`src/rtl/register_file_2r1w.sv`:
```
// register_file_2r1w: parametrised 2-read 1-write register file with bypass, zero register and optional registered reads
module register_file_2r1w #(
  parameter int DATA_WIDTH = 32,
  parameter int NUM_REGS   = 32,
  parameter int ADDR_WIDTH = 5,
  parameter int ZERO_REG   = 1,
  parameter int BYPASS     = 1,
  parameter int READ_REG   = 0
) (
  input  logic                  clk,
  input  logic                  reset,
  input  logic                  Reg_Write,
  input  logic [ADDR_WIDTH-1:0] Write_Register,
  input  logic [DATA_WIDTH-1:0] Write_Data,
  input  logic [ADDR_WIDTH-1:0] Read_Register_1,
  input  logic [ADDR_WIDTH-1:0] Read_Register_2,
  output logic [DATA_WIDTH-1:0] Read_Data_1,
  output logic [DATA_WIDTH-1:0] Read_Data_2
);
  if (NUM_REGS < 2 || NUM_REGS > 2 ** ADDR_WIDTH) begin : g_bad_cfg
    $error("register_file_2r1w: NUM_REGS out of range");
  end
  localparam logic [ADDR_WIDTH:0] NR = NUM_REGS[ADDR_WIDTH:0];
  logic [DATA_WIDTH-1:0] regs_q [NUM_REGS];
  logic                  wr_en;
  logic [DATA_WIDTH-1:0] rv1, rv2;
  always_comb begin
    wr_en = !reset && Reg_Write && ({1'b0, Write_Register} < NR) && !(ZERO_REG != 0 && Write_Register == '0);
    rv1 = ({1'b0, Read_Register_1} >= NR || (ZERO_REG != 0 && Read_Register_1 == '0)) ? '0 :
          (BYPASS != 0 && wr_en && Read_Register_1 == Write_Register) ? Write_Data : regs_q[Read_Register_1];
    rv2 = ({1'b0, Read_Register_2} >= NR || (ZERO_REG != 0 && Read_Register_2 == '0)) ? '0 :
          (BYPASS != 0 && wr_en && Read_Register_2 == Write_Register) ? Write_Data : regs_q[Read_Register_2];
  end
  always_ff @(posedge clk) begin
    if (reset) begin
      for (int i = 0; i < NUM_REGS; i++) regs_q[i] <= '0;
    end else if (wr_en) begin
      regs_q[Write_Register] <= Write_Data;
    end
  end
  if (READ_REG != 0) begin : g_rd_reg
    logic [DATA_WIDTH-1:0] rd1_q, rd2_q;
    always_ff @(posedge clk) begin
      rd1_q <= reset ? '0 : rv1;
      rd2_q <= reset ? '0 : rv2;
    end
    assign Read_Data_1 = rd1_q;
    assign Read_Data_2 = rd2_q;
  end else begin : g_rd_comb
    assign Read_Data_1 = rv1;
    assign Read_Data_2 = rv2;
  end
endmodule

```
`config.mk`:
```
export PLATFORM = sky130hd
export DESIGN_NAME = register_file_2r1w
export DESIGN_NICKNAME = d
export VERILOG_FILES = /design/src/rtl/register_file_2r1w.sv
export SDC_FILE = /design/constraint.sdc
export NUM_CORES = 2
export LEC_CHECK = 0
export CAP_MARGIN = 5
export CORE_ASPECT_RATIO = 1.25
export CORE_MARGIN = 2
export CORE_UTILIZATION = 45
export CTS_CLUSTER_SIZE = 14
export DETAILED_ROUTE_END_ITERATION = 10
export MAX_ROUTING_LAYER = met4
export PLACE_DENSITY = 0.7
export SKIP_CTS_REPAIR_TIMING = 1
export SYNTH_ARGS = -nofsm -noshare
export SYNTH_HDL_FRONTEND = slang
export SYNTH_SLANG_ARGS = --single-unit
```
`constraint.sdc`:
```
create_clock -name clk -period 5.8 [get_ports clk]
set_input_delay 1.74 -clock clk [delete_from_list [all_inputs] [get_ports clk]]
set_output_delay 1.74 -clock clk [all_outputs]
set_load 0.1 [all_outputs]
```
Yosys cells after proc, flatten, opt, wreduce, memory -nomap -nowiden --
Memories as Yosys holds them, arrays and structs flattened. Index checks and enable logic that the tools add are counted. Widths: inputs -> output; s select.
Word-level totals: register bits after elaboration 0, RAM bits 1024, bits of input ports 50, output and inout bits 64, word-level logic and storage cells 25, memories kept 1
Memories:
- regs_q | depth 32, width 32, rd ports 2, clocked after Yosys merged registers in 0, wr ports 32, line 24 | logic [DATA_WIDTH-1:0] regs_q [NUM_REGS];
Operators by class: eq/ne operators 2, mux-type cells 12, reduce and logical (&&, ||, !) cells 10
Operators by type and width (number):
- $mux 32 | 5
- $reduce_or 32->1 | 1
- $logic_not 5->1 | 3
- $eq 5x5->1 | 2
- $mux 1 | 6
- $mux 5 | 1
- $logic_and 1x1->1 | 4
- $logic_not 1->1 | 2

Longest topological paths before layout --
word-level depth 8, gate-level depth with buffers 10, mapped depth without buffers 5

Worst setup path before layout --
OpenSTA, ideal clock, no wires.
path type input -> output, start input port Write_Register[2], end output port Read_Data_2[30], arrival time 5.977 ns, required time 4.060 ns, slack -1.917 ns, stages 6, path buffers 2, cell sequence buf_2 or3_4 buf_6 o311ai_1 nor2_1 o41ai_1
On the way: longest elaborated chain between the ends 6, elaborated cells on any way between the ends 7, those cells by class eq/ne: 1; mux: 2; reduce/logical: 4
RTL lines:
- start: declaration | line 13 | input logic [ADDR_WIDTH-1:0] Write_Register,
- $logic_not 5->1 | line 28 | wr_en = !reset && Reg_Write && ({1'b0, Write_Register} < NR) && !(ZERO_REG != 0 && Write_Register == '0);
- $logic_not 1->1 | line 28
- $logic_and 1x1->1 | line 28
- $logic_and 1x1->1 (*) | line 32 | (BYPASS != 0 && wr_en && Read_Register_2 == Write_Register) ? Write_Data : regs_q[Read_Register_2];
- $mux 32 (*) | line 32
- $mux 32 (*) | line 31 | rv2 = ({1'b0, Read_Register_2} >= NR || (ZERO_REG != 0 && Read_Register_2 == '0)) ? '0 :
- end: declaration | line 18 | output logic [DATA_WIDTH-1:0] Read_Data_2
Every way passes the cells marked *; elsewhere a longest branch is shown, timed or not.

Worst setup path in the final report --
start input port Read_Register_1[2], end output port Read_Data_1[8]
On the way: longest elaborated chain between the ends 4, elaborated cells on any way between the ends 6, those cells by class eq/ne: 1; mux: 2; reduce/logical: 2; memory: 1
RTL lines:
- start: declaration | line 15 | input logic [ADDR_WIDTH-1:0] Read_Register_1,
- branches (longest 3 deep; another with $mem_v2 32x32)
- $mux 32 (*) | line 29 | rv1 = ({1'b0, Read_Register_1} >= NR || (ZERO_REG != 0 && Read_Register_1 == '0)) ? '0 :
- end: declaration | line 17 | output logic [DATA_WIDTH-1:0] Read_Data_1,
Every way passes the cells marked *.

==> results.md <==
* Routed Antenna Nets at 0
* Post-layout min period at 5.85 ns
* Share of cells above drive strength 1 at 0.261
* Syn Area/Cell at 13.9 µm²
* Die area at 127000 µm²
* Layout overhead on the synthesized area at 18.5%
* Peak Freq at 0.171 GHz
* Count leader, synth: edfxtp_1
* Gpl congestion at 0.977
* Nets at 4316
* Largest cells by area after synthesis: edfxtp_1 (55%), mux4_2 (12%), and2_1 (10%), mux2i_1 (8.3%), clkbuf_1 (2.1%)
* Pwr Total at 18.8 mW
* Final clock period utilization by the worst path at 1.01
* CP endpoint kind: primary output
* TritonCTS clock tree: built
* Wirelength per Cell at 35.9 µm
* Slew @ Worst Pin at 1.18 ns
* First-pass GRT wire length at 296000 µm
* Outcome: complete, but fails checks
* Req. time, crit path at 4.06 ns
* Synth Register Bits at 1024
* Die span in x at 319 µm
* CP Data Arrival Time at 4.11 ns
* Synth Flop Type: edfxtp_1
* Core Area at 123000 µm²
* Vias in the first global route at 39600
* Post-synth EDFFs at 1024
* Post-Syn Area at 55800 µm²
* Crit start category: primary input
* Post-Synth XOR/XNOR Area at 0.00157
* Count of cell types in the netlist at 62
* Drt drc at 0
* Largest Register: regs_q
* Root Buffer: clkbuf_16
* DP HPWL at 132000 µm
* Simple-Gate Fraction of Synth Area at 0.134
* Worst-path fanout max at 9
* Largest family of logic cells by synthesized area: multiplexers
* Dominant cell type by area after synthesis: edfxtp_1
* GR Util All Layers at 0.342
* Max_cap viols at 0
* Adder-cell share of the synthesized area at 0
* Largest register FFs at 1024
* Remaining global-route overflow at 0
* Post-synthesis compound-gate area fraction at 0.0717
* Maximum vdd drop at 0.233 mV
* Pleak at 24.0 nW
* Setup WS post-layout at -0.0470 ns
* Largest net degree at the start of global routing at 62
* Sequential area share after synthesis at 0.551
* Drt first pass iters at 6
* Pwr per Cell Area at 284 nW/µm²
* Port Buffers at 113
* Post-Synthesis Cells at 4017
* Ys async rst share at 0
* Post-synth top cells: edfxtp_1 (1024), and2_1 (931), mux2i_1 (462)
* Inserted Clock Buffers at 99
* Pins Over Slew Limit at 0
* Row cnt at 144
* Failing checks: negative setup slack
* Synth warn at 0
* Initial Utilization at 0.453
* Yosys top cell area share at 0.551
* Filler cells at 9955
* CTS max path bufs at 3
* Slew margin rel. at 0.209
* Final setup fails at 19
* Post-synthesis mux area share at 0.204
* Fin. Hold Viols at 0
* Clock-pin slew on the worst setup and hold paths at 0.07 ns
* Die height at 398 µm
* Crit Path Category: in -> out
* Iter 0 DRT Violations at 6840
* Worst Hold Class: in -> reg
* Routed vias/inst at 6.81
* Vias at 40600
* Routed Wire Length at 214000 µm
* Top-level I/O count at 114
* H-tree Lvls at 3
* Setup TNS at -0.417 ns
* Biggest regs: regs_q: 1024 flops
* Sink Count at 1024
* Antenna violations before repair at 24
[layout by cell type (no fill, tap or decap), types with 12 or more instances in the layout]
master / n
a221o_1: 12
nor2_1: 34
a21oi_1: 37
o21ai_1: 18
nor2b_1: 32
clkinv_1: 26
o21ai_0: 31
nor3_1: 116
mux2i_1: 460
a22oi_1: 28
a32o_2: 17
nor2_4: 35
and2_1: 931
clkbuf_1: 13
or2_2: 32
mux4_2: 300
o21bai_1: 31
a2111oi_2: 21
edfxtp_1: 1024
clkdlybuf4s50_1: 34
o22ai_1: 119
conb_1: 32
buf_4: 341
diode_2: 12
buf_12: 149
clkinv_2: 20
clkbuf_16: 103
a221oi_1: 62
nand2_1: 23
o221ai_1: 26
a32o_1: 14
[logic make-up (layout without fill, tap and decap cells)]
kind of cell	count (synthesis)	count (layout)
DFF	1024	1024
xor gates and xnor gates	10	10
other	1	44
AOI/OAI and AO/OA	517	517
and+or+nand+nor	1258	1258
buffers and inverters	445	744
muxes	762	762
[power by group]
group | switching, mW | leakage [nW] | internal [mW] | total [mW]
clock network | 2.99 | 1.56 | 3.59 | 6.59
registers | 0.218 | 9.75 | 8.55 | 8.77
logic | 2.11 | 12.7 | 1.35 | 3.46
[worst paths after layout]
path	cells after the start	to	start
setup / recovery	9	Read_Data_1[8]	Read_Register_1[2]
hold / removal	2	regs_q[0][27]$_SDFFCE_PN0P_	reset
[critical path, stage by stage]
cell,delay (ns)
buf_4,0.20
buf_4,0.23
nor3_2,0.89
buf_4,0.33
a22oi_1,0.08
nand2_1,0.16
o311a_1,0.21
nor2_2,0.06
buf_12,0.17
[final cells by class]
class                           instances  area [µm²]  area share
Tap cell                             1606        2010      0.0304
Clock buffer                          112        2530      0.0382
Timing Repair Buffer                  556        6420      0.0970
Inverter                                6        22.5    0.000340
Multi-Input combinational cell       2579       23700       0.359
Clock inverter                         70         668      0.0101
Sequential cell                      1024       30700       0.465
Antenna cell                           12        30.0    0.000454
[per-layer routing]
layer / share of wire / GRT usage / up-vias
li1: - / - / 15900
met1: 0.33 / 0.403 / 20200
met2: 0.46 / 0.530 / 3653
met3: 0.14 / 0.0866 / 872
met4: 0.070 / 0.209 / 0
met5: 0 / - / -
[metrics by stage]
| stage | instances | area, µm² | setup slack (ns) | util | hold slack [ns] |
|---|---|---|---|---|---|
| after global placement | 5754 | 62400 | -0.521 | 0.506 | 2.29 |
| after CTS | 5936 | 65600 | -0.546 | 0.532 | 1.54 |
| after floorplan | 4048 | 56100 | 0.0233 | - | 1.94 |
| after detailed placement | 5754 | 62400 | -0.513 | 0.506 | 2.30 |
| final | 5965 | 66200 | -0.0470 | 0.537 | 1.57 |
| after global routing | 5956 | 66100 | -0.0371 | 0.537 | 1.56 |
(Power assumes the default switching activity.)
